--- src/rtl/ex_mult_div_unit_if.sv ---
// Operand, control and HI/LO result bundle between the EX-stage datapath and the
// multiply/divide unit.
interface ex_mult_div_unit_if #(
  parameter int unsigned DATA_WIDTH = 32
);
  logic                  start;
  logic [1:0]            op;
  logic [DATA_WIDTH-1:0] operand_a;
  logic [DATA_WIDTH-1:0] operand_b;
  logic                  mthi;
  logic                  mtlo;
  logic [DATA_WIDTH-1:0] write_data;
  logic [DATA_WIDTH-1:0] hi;
  logic [DATA_WIDTH-1:0] lo;
  logic                  busy;
  logic                  done;

  modport master (
    output start, op, operand_a, operand_b, mthi, mtlo, write_data,
    input  hi, lo, busy, done
  );

  modport slave (
    input  start, op, operand_a, operand_b, mthi, mtlo, write_data,
    output hi, lo, busy, done
  );
endinterface

--- src/rtl/ex_mult_div_unit.sv ---
// Iterative radix-2 MULT/MULTU/DIV/DIVU unit owning the architectural HI/LO registers.
// Signed ops run on magnitudes; signs are reapplied in a single fixup cycle.
module ex_mult_div_unit #(
  parameter int unsigned DATA_WIDTH = 32
) (
  input logic               clk,
  input logic               rst_n,
  ex_mult_div_unit_if.slave bus
);

  localparam int unsigned W    = DATA_WIDTH;
  localparam int unsigned CntW = $clog2(DATA_WIDTH) + 1;

  typedef enum logic [1:0] {StIdle, StRun, StFixup} state_e;

  state_e          state_q, state_d;
  logic [CntW-1:0] cnt_q, cnt_d;
  // Multiply: {upper product, multiplier}. Divide: {remainder, quotient}.
  logic [2*W-1:0]  acc_q, acc_d;
  // Multiplicand for multiply, divisor for divide.
  logic [W-1:0]    opnd_q, opnd_d;
  logic            is_div_q, is_div_d;
  logic            neg_lo_q, neg_lo_d;
  logic            neg_hi_q, neg_hi_d;
  logic [W-1:0]    hi_q, hi_d;
  logic [W-1:0]    lo_q, lo_d;
  logic            done_q, done_d;

  logic           signed_op, sign_a, sign_b;
  logic [W-1:0]   abs_a, abs_b;
  logic [W:0]     add_sum, rem_shift, trial;
  logic [2*W-1:0] mul_next, div_next, prod_fix;
  logic [W-1:0]   quot_fix, rem_fix;

  always_comb begin
    signed_op = ~bus.op[0];
    sign_a    = signed_op & bus.operand_a[W-1];
    sign_b    = signed_op & bus.operand_b[W-1];
    abs_a     = sign_a ? -bus.operand_a : bus.operand_a;
    abs_b     = sign_b ? -bus.operand_b : bus.operand_b;

    add_sum  = {1'b0, acc_q[2*W-1:W]} + {1'b0, opnd_q};
    mul_next = acc_q[0] ? {add_sum, acc_q[W-1:1]} : {1'b0, acc_q[2*W-1:1]};

    // Restoring step; the extra bit keeps the shifted-out remainder MSB.
    rem_shift = {acc_q[2*W-1:W], acc_q[W-1]};
    trial     = rem_shift - {1'b0, opnd_q};
    div_next  = trial[W] ? {acc_q[2*W-2:0], 1'b0} : {trial[W-1:0], acc_q[W-2:0], 1'b1};

    prod_fix = neg_lo_q ? -acc_q : acc_q;
    quot_fix = neg_lo_q ? -acc_q[W-1:0] : acc_q[W-1:0];
    rem_fix  = neg_hi_q ? -acc_q[2*W-1:W] : acc_q[2*W-1:W];
  end

  always_comb begin
    state_d  = state_q;
    cnt_d    = cnt_q;
    acc_d    = acc_q;
    opnd_d   = opnd_q;
    is_div_d = is_div_q;
    neg_lo_d = neg_lo_q;
    neg_hi_d = neg_hi_q;
    hi_d     = hi_q;
    lo_d     = lo_q;
    done_d   = 1'b0;

    unique case (state_q)
      StIdle: begin
        if (bus.start) begin
          is_div_d = bus.op[1];
          // Divide by zero keeps an all-ones quotient regardless of dividend sign.
          neg_lo_d = (sign_a ^ sign_b) & ~(bus.op[1] & (bus.operand_b == '0));
          neg_hi_d = sign_a;
          acc_d    = {{W{1'b0}}, (bus.op[1] ? abs_a : abs_b)};
          opnd_d   = bus.op[1] ? abs_b : abs_a;
          cnt_d    = '0;
          state_d  = StRun;
        end else begin
          if (bus.mthi) hi_d = bus.write_data;
          if (bus.mtlo) lo_d = bus.write_data;
        end
      end
      StRun: begin
        cnt_d = cnt_q + 1'b1;
        acc_d = is_div_q ? div_next : mul_next;
        if (cnt_q == CntW'(W - 1)) state_d = StFixup;
      end
      StFixup: begin
        if (is_div_q) begin
          hi_d = rem_fix;
          lo_d = quot_fix;
        end else begin
          hi_d = prod_fix[2*W-1:W];
          lo_d = prod_fix[W-1:0];
        end
        done_d  = 1'b1;
        state_d = StIdle;
      end
      default: state_d = StIdle;
    endcase
  end

  always_ff @(posedge clk or negedge rst_n) begin
    if (!rst_n) begin
      state_q  <= StIdle;
      cnt_q    <= '0;
      acc_q    <= '0;
      opnd_q   <= '0;
      is_div_q <= 1'b0;
      neg_lo_q <= 1'b0;
      neg_hi_q <= 1'b0;
      hi_q     <= '0;
      lo_q     <= '0;
      done_q   <= 1'b0;
    end else begin
      state_q  <= state_d;
      cnt_q    <= cnt_d;
      acc_q    <= acc_d;
      opnd_q   <= opnd_d;
      is_div_q <= is_div_d;
      neg_lo_q <= neg_lo_d;
      neg_hi_q <= neg_hi_d;
      hi_q     <= hi_d;
      lo_q     <= lo_d;
      done_q   <= done_d;
    end
  end

  assign bus.hi   = hi_q;
  assign bus.lo   = lo_q;
  assign bus.busy = (state_q != StIdle);
  assign bus.done = done_q;

endmodule
--- src/flat_wrapper.sv ---
// flat-port wrapper written by rule: the top's interface ports become plain ports
module ex_mult_div_unit_flat 
#(
  parameter int unsigned DATA_WIDTH = 32
)
  (clk, rst_n, bus_start, bus_op, bus_operand_a, bus_operand_b, bus_mthi, bus_mtlo, bus_write_data, bus_hi, bus_lo, bus_busy, bus_done);
  ex_mult_div_unit_if #(.DATA_WIDTH(DATA_WIDTH)) bus_i ();
  input logic clk;
  input logic rst_n;
  input wire logic [$bits(bus_i.start)-1:0] bus_start;
  input wire logic [$bits(bus_i.op)-1:0] bus_op;
  input wire logic [$bits(bus_i.operand_a)-1:0] bus_operand_a;
  input wire logic [$bits(bus_i.operand_b)-1:0] bus_operand_b;
  input wire logic [$bits(bus_i.mthi)-1:0] bus_mthi;
  input wire logic [$bits(bus_i.mtlo)-1:0] bus_mtlo;
  input wire logic [$bits(bus_i.write_data)-1:0] bus_write_data;
  output wire logic [$bits(bus_i.hi)-1:0] bus_hi;
  output wire logic [$bits(bus_i.lo)-1:0] bus_lo;
  output wire logic [$bits(bus_i.busy)-1:0] bus_busy;
  output wire logic [$bits(bus_i.done)-1:0] bus_done;
  assign bus_i.start = bus_start;
  assign bus_i.op = bus_op;
  assign bus_i.operand_a = bus_operand_a;
  assign bus_i.operand_b = bus_operand_b;
  assign bus_i.mthi = bus_mthi;
  assign bus_i.mtlo = bus_mtlo;
  assign bus_i.write_data = bus_write_data;
  assign bus_hi = bus_i.hi;
  assign bus_lo = bus_i.lo;
  assign bus_busy = bus_i.busy;
  assign bus_done = bus_i.done;
  ex_mult_div_unit #(.DATA_WIDTH(DATA_WIDTH)) u_core (.clk(clk), .rst_n(rst_n), .bus(bus_i));
endmodule
--- config.mk ---
export PLATFORM = sky130hd
export DESIGN_NAME = ex_mult_div_unit_flat
export DESIGN_NICKNAME = d
export VERILOG_FILES = /design/src/rtl/ex_mult_div_unit_if.sv /design/src/rtl/ex_mult_div_unit.sv /design/src/flat_wrapper.sv
export SDC_FILE = /design/constraint.sdc
export NUM_CORES = 1
export LEC_CHECK = 0
export CAP_MARGIN = 20
export CORE_MARGIN = 8
export CORE_UTILIZATION = 59
export DETAILED_ROUTE_END_ITERATION = 8
export GPL_ROUTABILITY_DRIVEN = 0
export PLACE_DENSITY = 0.83
export SLEW_MARGIN = 20
export SYNTH_ARGS = -nofsm -noshare
export SYNTH_HDL_FRONTEND = slang
export SYNTH_SLANG_ARGS = --single-unit
--- constraint.sdc ---
create_clock -name clk -period 4.25 [get_ports clk]
set_input_delay 0.85 -clock clk [delete_from_list [all_inputs] [get_ports clk]]
set_output_delay 0.85 -clock clk [all_outputs]
set_load 0.005 [all_outputs]
* Word level (Yosys, flattened, before mapping) *
Cells that the tools add are included.
Widths: inputs -> output; s select.

word-level totals
  register bits after elaboration = 172
  output and inout port bits = 66

operators by class
  add/subtract/negate cells = 8
  equality and inequality tests = 8
  mux-type cells = 26
  bitwise logic cells = 7
  reduce and logical (&&, ||, !) cells = 10

operators by type and width
  cell                 count
  $mux 32              12
  $mux 64              5
  $neg 32->32          4
  $pmux 32 s2          2
  $pmux 64 s2          1
  $neg 64->64          1
  $add 32x32->33       1
  $sub 33x32->33       1
  $logic_not 32->1     1
  $pmux 6 s2           1
  $ne 2x2->1 const B   4
  $add 6x1->6 const B  1
  $eq 6x5->1 const B   1
  $mux 6               1
  $reduce_and 2->1     3
  $reduce_and 3->1     2
  $reduce_bool 2->1    3
  $and 1x1->1          4
  $mux 2               2
  $pmux 2 s2           1
  $eq 2x1->1 const B   1
  $eq 2x2->1 const B   1
  $logic_not 2->1      1
  $ne 2x1->1 const B   1
  3 further kinds      4

* Logic depth before layout (Yosys ltp) *
Gate-level depths: netlist of the first run.

  depth after elaboration = 6
  mapped depth = 14

* Worst setup path after synthesis of the first run *
OpenSTA, ideal clock, no wires.

  path type = register -> register
  start point = reg u_core.acc_q[0]
  end point = reg u_core.hi_q[18] (netlist: u_core.bus.hi[18])
  setup time = 0.129 ns
  arrival = 3.258 ns
  path slack = 0.863 ns
  cell stages (with the launch flop) = 15
  buffers on the path = 2
  path through = dfrtp_1 clkbuf_1 clkinv_1 clkbuf_1 ha_1 or4b_4 nor3_2 nand4b_1 or2_4 or4_4 o41ai_2 o22ai_1 xor2_1 nand2_1 o21ai_1

between the ends
  longest elaborated chain between the ends = 4

ends and longest elaborated chain
  item                    line                     source
  start, declared         ex_mult_div_unit.sv:19   logic [2*W-1:0] acc_q, acc_d;
  start signal, assigned  ex_mult_div_unit.sv:107  acc_q <= '0;
  start signal, assigned  ex_mult_div_unit.sv:118  acc_q <= acc_d;
  $neg 64->64             ex_mult_div_unit.sv:50   prod_fix = neg_lo_q ? -acc_q : acc_q;
  $mux 64                 ex_mult_div_unit.sv:50
  $mux 32                 ex_mult_div_unit.sv:89   if (is_div_q) begin
  $pmux 32 s2             ex_mult_div_unit.sv:67   unique case (state_q)
  end signal, assigned    ex_mult_div_unit.sv:123  hi_q <= hi_d;
  end, declared           ex_mult_div_unit.sv:25   logic [W-1:0] hi_q, hi_d;

No other way between the ends.
A chain may end at the register's enable or synchronous reset.

* Worst setup path after layout of the first run *
  start point = reg u_core.acc_q[39]
  end point = reg u_core.acc_q[63]

between the ends
  longest elaborated chain between the ends = 4
  elaborated cells between the ends (all ways) = 6
  those cells by class = add/sub (2); mux (4)

ends and longest elaborated chain
  item                                                     line                                            source
  $sub 33x32->33 / $add 32x32->33 (equally long branches)  ex_mult_div_unit.sv:47, ex_mult_div_unit.sv:42
  $mux 64, on equally long branches                        ex_mult_div_unit.sv:48, ex_mult_div_unit.sv:43
  $mux 64 (*)                                              ex_mult_div_unit.sv:85                          acc_d = is_div_q ? div_next : mul_next;
  $pmux 64 s2 (*)                                          ex_mult_div_unit.sv:67

Every way passes the cells marked *; elsewhere a longest branch is shown, timed or not.

==> results.json, run 1 <==
{
  "critPathLaunchType": "register",
  "synth.net_count": 2126,
  "rrSetupSlack_ns": 0.33,
  "drt_wl_total_mm": 53.3,
  "overflow": 0,
  "ys_top_cells_by_area": "dfrtp_1, mux2i_1, o21ai_0",
  "cap_violations": 0,
  "ir_drop_mv": 0.743,
  "r2r-end": "u_core.acc_q[63]",
  "yosysSeqAreaShare": 0.279,
  "drive_above_1_share": 0.0579,
  "fin_crit_sh": 0.921,
  "ff2ff_path_depth": 11,
  "tightestPinTransition_ns": 0.909,
  "synth_cells": 1952,
  "maxSlewHeadroom": 0.393,
  "slew_viol_final": 0,
  "wl_per_cell_um": 22.2,
  "ctsLongestPathBuffers": 2,
  "clk_pin_slew_ns": 0.08,
  "max_freq_mhz": 255,
  "crit_arrival_ns": 4.20,
  "setup_tns_ns": 0,
  "yosysTopAreaCell": "dfrtp_1",
  "rr_startpoint": "u_core.acc_q[39]",
  "worstSetupEndpointType": "register",
  "p_leak_nw": 7.34,
  "cts_tree": "yes",
  "ant_nets": 0,
  "synth_top_area_frac": 0.279,
  "status": "completed",
  "synth_cell_types": 72,
  "core.rowCount": 59,
  "synth_seq_cells": 172,
  "rsz0062_at_grt": "false",
  "cts_buffers": 17,
  "yosysMostFrequentCell": "nand2_1",
  "criticalPathCategory": "reg2reg",
  "synth_edf_count": 0,
  "antenna_found_initial": 1,
  "clock_sinks": 172,
  "fin_skew_ns": 0.0175,
  "synthTopCellsByCount": "nand2_1, o21ai_0, dfrtp_1",
  "cts_setup_buffers": 0,
  "track_usage": 0.333,
  "grt_max_degree": 96,
  "hold_path.class": "in2async",
  "p_per_area_nw_per_um2": 754,
  "dp_hpwl_mm": 39.2,
  "syn_area_per_cell_um2": 7.90,
  "ff_latch_area_um2": 4310,
  "fp.dieArea_um2": 31600,
  "grt_pass1_vias": 15332,
  "p_total_mw": 13.7,
  "multi_input_area_um2": 10400,
  "finalSetupViolCount": 0,
  "die_w_um": 178,
  "hold_viol_final": 0,
  "port_buffers": 168,
  "area.growth.synth_to_final_pct": 17.5,
  "cts_resized": 0,
  "fillCellCount": 2035,
  "drt-initial-drc-count": 2228,
  "drcViolationCount": 0,
  "path_max_fanout": 9,
  "ctsRootBufferMaster": "clkbuf_16",
  "start_util": 0.597,
  "synthArstFlopShare": 1.00,
  "die_h_um": 178,
  "antenna_cells": 0,
  "required_ns": 4.53,
  "vias_per_cell": 6.78,
  "yosys_warnings": 0,
  "nets": 2233,
  "io_pins": 169,
  "stdcell_count": 2407,
  "synthFlopType": "dfrtp_1",
  "first_pass_iters": 7,
  "syn_area_um2": 15400,
  "place_inst": 2375,
  "num_vias": 16322,
  "cts_hold_buf": 0,
  "cts.htree.levels": 4,
  "grt_pass1_wl_mm": 83.0,
  "insertion_delay_ns": 0.45,
  "design.core.area_um2": 25800,
  "period_minus_slack_ns": 3.92
}
[state kept, by name, indices dropped and copies added, names as in the netlist, 2 cells and up]
register and cells:
u_core.acc_q 64, u_core.bus.hi 32, u_core.bus.lo 32, u_core.opnd_q 32, u_core.cnt_q 6, u_core.state_q 2
[kinds of logic (layout without fill, tap and decap cells)]
family                   after synthesis  in the layout  synth area share
buffers and inverters                191            311            0.0477
adder cells (fa/ha/maj)               71             71            0.0586
multiplexers                         129            129            0.0844
AND/OR/NAND/NOR                      587            587             0.180
flip-flops                           172            172             0.279
XOR/XNOR                             163            163            0.0926
AO/OA/AOI/OAI                        639            639             0.258
[worst max-delay path: stages (launching register included)]
cell and delay (ns):
dfrtp_1 0.70, ha_1 0.41, and3_1 0.25, and3_1 0.21, a2111oi_2 0.45, o41ai_2 0.20, a31oi_1 0.41, a21oi_1 0.23
o41ai_1 0.52, a21oi_1 0.16, a21oi_1 0.14, a31oi_1 0.06
[cell usage in the layout (no fill, tap or decap), types with 49 or more instances in the layout]
master           Yosys  routed
xnor2_1             98      98
buf_4                1      49
mux2i_1            121     121
a211oi_1            58      58
clkdlybuf4s50_1      0     166
nor2_1             142     140
o21ai_0            218     218
xor2_1              65      65
a21oi_1            150     150
nand2_1            219     218
dfrtp_1            172     171
inv_1               57      57
ha_1                69      69
[routing by layer]
layer,wire length [um],vias up,GRT usage
met5,16,-,0
met4,3490,2,0.197
met3,6020,259,0.0694
met2,23000,1111,0.508
met1,20800,7643,0.429
li1,-,7307,-
[per-stage QoR]
stage	utilization	area, um^2	setup WS [ns]	hold WS, ns
floorplan	-	15400	0.863	0.456
global placement	0.676	17500	0.328	0.481
detailed placement	0.676	17500	0.227	0.496
CTS	0.701	18100	0.498	0.490
global route	0.701	18100	0.151	0.511
finish	0.701	18100	0.335	0.446
[worst max-delay path by stage]
| stage | cells past startpoint | from | slack (ns) | end |
|---|---|---|---|---|
| 3_3_place_gp | 11 | bus_operand_a[6] | 0.33 | u_core.acc_q[26] |
| 2_1_floorplan | 14 | u_core.acc_q[0] | 0.86 | u_core.bus.hi[18] |
| 3_5_place_dp | 10 | bus_operand_a[0] | 0.23 | u_core.acc_q[29] |
| 4_1_cts | 12 | u_core.opnd_q[0] | 0.50 | u_core.acc_q[53] |
| 6_report | 11 | u_core.acc_q[39] | 0.33 | u_core.acc_q[63] |
| 5_1_grt | 11 | u_core.acc_q[39] | 0.15 | u_core.acc_q[63] |
[power by group]
group          switching, mW  total, mW  internal, mW
combinational           5.04       8.81          3.77
clock                  0.846       1.66         0.818
sequential             0.960       3.18          2.22
total                   6.84       13.7          6.81
[cell type report]
class | count | area share
clock buffers | 17 | 0.0235
clock inverters | 15 | 0.0117
inverters | 58 | 0.0120
multi-input cells | 1589 | 0.575
flip-flops and latches | 172 | 0.238
well taps | 335 | 0.0231
repair buffers | 221 | 0.117
Note: power is estimated with default switching activity, not from simulation.
==> run 2: changes to the inputs <==
Settings changed: CELL_PAD_IN_SITES_DETAIL_PLACEMENT set to 0, CELL_PAD_IN_SITES_GLOBAL_PLACEMENT set to 2, CORE_UTILIZATION 59 to 34, PLACE_DENSITY 0.83 to not set, PLACE_DENSITY_LB_ADDON set to 0.1.
==> results.json, run 2 (same netlist as run 1, synthesis figures left out) <==
{
  "fin_skew_ns": 0.0122,
  "critPathLaunchType": "register",
  "stdcell_count": 2701,
  "dp_hpwl_mm": 48.8,
  "cts_tree": "yes",
  "design.core.area_um2": 45100,
  "area.growth.synth_to_final_pct": 21.0,
  "drcViolationCount": 0,
  "io_pins": 169,
  "clock_sinks": 172,
  "multi_input_area_um2": 10400,
  "r2r-end": "u_core.acc_q[55]",
  "period_minus_slack_ns": 3.77,
  "cts_setup_buffers": 0,
  "regMostFlops": "u_core.acc_q",
  "p_total_mw": 14.0,
  "cts_hold_buf": 0,
  "ff2ff_path_depth": 12,
  "antenna_cells": 0,
  "track_usage": 0.236,
  "drt_wl_total_mm": 62.8,
  "die_w_um": 229,
  "fin_crit_sh": 0.888,
  "max_freq_mhz": 265,
  "finalSetupViolCount": 0,
  "ff_latch_area_um2": 4310,
  "drt-initial-drc-count": 1187,
  "path_delay_family": "compound AO/OA/AOI/OAI gates",
  "rr_startpoint": "u_core.acc_q[33]",
  "crit_arrival_ns": 4.13,
  "port_buffers": 168,
  "criticalPathCategory": "reg2reg",
  "insertion_delay_ns": 0.49,
  "clk_pin_slew_ns": 0.07,
  "ir_drop_mv": 0.403,
  "grt_pass1_vias": 15113,
  "cp_slowest_stage_delay_ns": 0.58,
  "grt_pass1_wl_mm": 95.3,
  "cap_violations": 0,
  "status": "completed",
  "grt_max_degree": 96,
  "crit_slowest_cell": "dfrtp_1",
  "num_vias": 15150,
  "rsz0062_at_grt": "false",
  "layout_common_cells": "nand2_1, o21ai_0, dfrtp_1",
  "rrSetupSlack_ns": 0.48,
  "path_cells": "inv_1 > fa_1 > nor2b_1 > o31a_1 > a2111oi_2 > o41ai_2 > a31oi_1 > a21oi_1 > o31ai_1 > mux2i_1 > a211oi_1 > o21ai_0",
  "fp.dieArea_um2": 52400,
  "overflow": 0,
  "ctsLongestPathBuffers": 2,
  "path_max_fanout": 10,
  "hold_path.class": "in2async",
  "die_h_um": 229,
  "nets": 2264,
  "vias_per_cell": 5.61,
  "first_pass_iters": 6,
  "place_inst": 2669,
  "wl_per_cell_um": 23.3,
  "pre_cts_ws_ns": 0.282,
  "required_ns": 4.61,
  "p_leak_nw": 7.49,
  "ctsRootBufferMaster": "clkbuf_16",
  "ant_nets": 0,
  "slew_viol_final": 0,
  "start_util": 0.342,
  "fin_ws_ns": 0.477,
  "cts_buffers": 17,
  "path_buf_inv": 1,
  "antenna_found_initial": 0,
  "maxSlewHeadroom": 0.270,
  "p_per_area_nw_per_um2": 748,
  "largest_reg_flops": 64,
  "cts.htree.levels": 4,
  "cts_resized": 0,
  "hold_viol_final": 0,
  "tightestPinTransition_ns": 1.09,
  "drive_above_1_share": 0.0709,
  "core.rowCount": 78,
  "fillCellCount": 4683,
  "worstSetupEndpointType": "register",
  "setup_tns_ns": 0
}
==> run 2: worst max-delay path by stage <==
stage | depth (start not counted) | slack (ns) | to | from
detailed placement | 11 | 0.28 | u_core.opnd_q[29] | bus_operand_a[0]
global route | 13 | 0.25 | u_core.acc_q[63] | u_core.acc_q[32]
global placement | 11 | 0.28 | u_core.opnd_q[29] | bus_operand_a[0]
CTS | 12 | 0.53 | u_core.acc_q[55] | u_core.acc_q[33]
floorplan | 14 | 0.86 | u_core.bus.hi[18] | u_core.acc_q[0]
finish | 12 | 0.48 | u_core.acc_q[55] | u_core.acc_q[33]
==> run 2: layout make-up <==
class,count,share of cell area
timing repair buffer,252,0.127
inverter,58,0.0117
sequential,172,0.231
multi-input combinational,1589,0.558
tap,600,0.0402
clock inverter,13,0.00972
clock buffer,17,0.0228
==> run 2: per-stage QoR <==
step | utilization | hold slack, ns | cell area (um^2)
2_1_floorplan | - | 0.456 | 15400
3_3_place_gp | 0.400 | 0.482 | 18000
3_5_place_dp | 0.400 | 0.480 | 18000
4_1_cts | 0.413 | 0.353 | 18600
5_1_grt | 0.414 | 0.379 | 18700
6_report | 0.414 | 0.350 | 18700
==> run 2: routing by layer <==
metal  share of wire  track usage  vias up
li1                -            -     7372
met1            0.45        0.312     7286
met2            0.46        0.376      411
met3           0.053       0.0452       81
met4           0.035       0.0936        0
met5               0            0        -
==> run 2: power by group <==
| group | internal, mW | switching (mW) |
|---|---|---|
| logic | 3.90 | 5.23 |
| clock network | 0.934 | 0.771 |
| registers | 2.23 | 0.905 |
| total | 7.06 | 6.91 |
==> run 3: changes to the inputs <==
Settings changed: REMOVE_ABC_BUFFERS set to 1.
==> results.json, run 3 (same netlist as run 1, synthesis figures left out) <==
{
  "wl_per_cell_um": 22.7,
  "cts_hold_buf": 0,
  "clk_pin_slew_ns": 0.07,
  "hold_path.class": "in2async",
  "slew_viol_final": 0,
  "cts_resized": 0,
  "nets": 2262,
  "path_max_fanout": 8,
  "ir_drop_mv": 0.404,
  "path_buf_inv": 0,
  "antenna_found_initial": 0,
  "worstSetupEndpointType": "register",
  "design.core.area_um2": 45100,
  "drt_wl_total_mm": 61.3,
  "die_h_um": 229,
  "vias_per_cell": 5.62,
  "power.net_switching_mw": 6.96,
  "grt_pass1_vias": 14800,
  "criticalPathCategory": "reg2reg",
  "port_buffers": 168,
  "area.growth.synth_to_final_pct": 20.8,
  "p_per_area_nw_per_um2": 749,
  "tightestPinTransition_ns": 1.05,
  "p_int_mw": 6.98,
  "start_util": 0.342,
  "maxSlewHeadroom": 0.303,
  "ctsLongestPathBuffers": 2,
  "ant_nets": 0,
  "cts_setup_buffers": 0,
  "fin_skew_ns": 0.0153,
  "worstSetupPathDepth": 11,
  "cts_buffers": 17,
  "dp_hpwl_mm": 47.9,
  "hold_viol_final": 0,
  "fin_crit_sh": 0.896,
  "hold_ws_ns": 0.334,
  "power_frac_comb": 0.650,
  "io_pins": 169,
  "period_minus_slack_ns": 3.81,
  "drive_above_1_share": 0.0709,
  "regMostFlops": "u_core.acc_q",
  "clock_sinks": 172,
  "path_delay_family": "compound AO/OA/AOI/OAI gates",
  "rrSetupSlack_ns": 0.44,
  "p_total_mw": 13.9,
  "ctsRootBufferMaster": "clkbuf_16",
  "antenna_cells": 0,
  "finalSetupViolCount": 0,
  "cp_slowest_stage_delay_ns": 0.65,
  "status": "completed",
  "insertion_delay_ns": 0.49,
  "drt-initial-drc-count": 1184,
  "cp_common_cell": "a21oi_1",
  "largest_reg_flops": 64,
  "max_freq_mhz": 263,
  "crit_arrival_ns": 4.16,
  "grt_pass1_wl_mm": 93.4,
  "p_sw_frac": 0.499,
  "layout_common_cells": "nand2_1, o21ai_0, dfrtp_1",
  "first_pass_iters": 6,
  "overflow": 0,
  "p_leak_nw": 7.47,
  "cts.htree.levels": 4,
  "cap_violations": 0,
  "fp.dieArea_um2": 52400,
  "required_ns": 4.60,
  "fin_ws_ns": 0.441,
  "num_vias": 15179,
  "track_usage": 0.229,
  "drcViolationCount": 0,
  "ff2ff_path_depth": 11,
  "pre_cts_ws_ns": 0.406,
  "core.rowCount": 78,
  "die_w_um": 229,
  "clockPowerShare": 0.121,
  "rsz0062_at_grt": "false",
  "cts_tree": "yes",
  "path_cells": "ha_1 > and3_1 > and3_1 > a2111oi_2 > o41ai_2 > a31oi_1 > a21oi_1 > o41ai_1 > a21oi_1 > a21oi_1 > a31oi_1",
  "sequentialPowerShare": 0.228,
  "grt_max_degree": 96,
  "crit_slowest_cell": "dfrtp_1",
  "critPathLaunchType": "register"
}
==> run 3: cell types whose count changed in the layout (fill, tap and decap cells not counted), sizes merged <==
cell / previous run / this run
buf: 86 / 84
clkbuf: 17 / 18
bufinv: 3 / 1
clkinv: 4 / 7
==> run 3: power by group through the flow <==
stage               clock, mW  sequential (mW)  combinational (mW)
global placement            0             3.19                9.02
global route             1.78             3.26                9.94
floorplan                   0             3.00                5.81
CTS                      1.73             3.17                9.05
finish                   1.69             3.18                9.07
detailed placement          0             3.20                9.00
==> run 3: final timing paths <==
path | start | endpoint
hold / removal | rst_n | u_core.bus.hi[8]
setup reg to reg | u_core.acc_q[41] | u_core.acc_q[63]
min in group clk | u_core.cnt_q[5] | u_core.state_q[1]
max in group asynchronous | rst_n | u_core.acc_q[35]
setup / recovery | u_core.acc_q[41] | u_core.acc_q[63]
hold reg to reg | u_core.cnt_q[5] | u_core.state_q[1]
==> run 3: metal layers <==
layer,routed length [um],GRT usage,vias up
met2,28200,0.369,385
li1,-,-,7370
met4,1320,0.0652,0
met1,28800,0.311,7357
met3,2960,0.0408,67
met5,0,0,-
==> run 3: layout make-up <==
type,instances,area (um^2)
multi-input combinational,1589,10400
clock inverter,14,176
inverter,58,218
sequential,172,4310
fill,4733,26500
tap,600,751
timing repair buffer,250,2320
clock buffer,18,439
==> run 3: worst register-to-register path, stage by stage (launching register included) <==
cell and delay [ns]:
dfrtp_1 0.65, ha_1 0.38, and3_1 0.18, and3_1 0.21
a2111oi_2 0.45, o41ai_2 0.20, a31oi_1 0.47, a21oi_1 0.24
o41ai_1 0.53, a21oi_1 0.14, a21oi_1 0.16, a31oi_1 0.05
==> run 3: per-stage QoR <==
step                      setup TNS (ns)  cell area (um^2)   util  std cells
after floorplan                   -29.04             14900      -       1819
after global placement                 0             18000  0.399       2669
after detailed placement               0             18000  0.399       2669
after CTS                              0             18600  0.413       2701
after global routing                   0             18600  0.413       2701
final                                  0             18600  0.413       2701
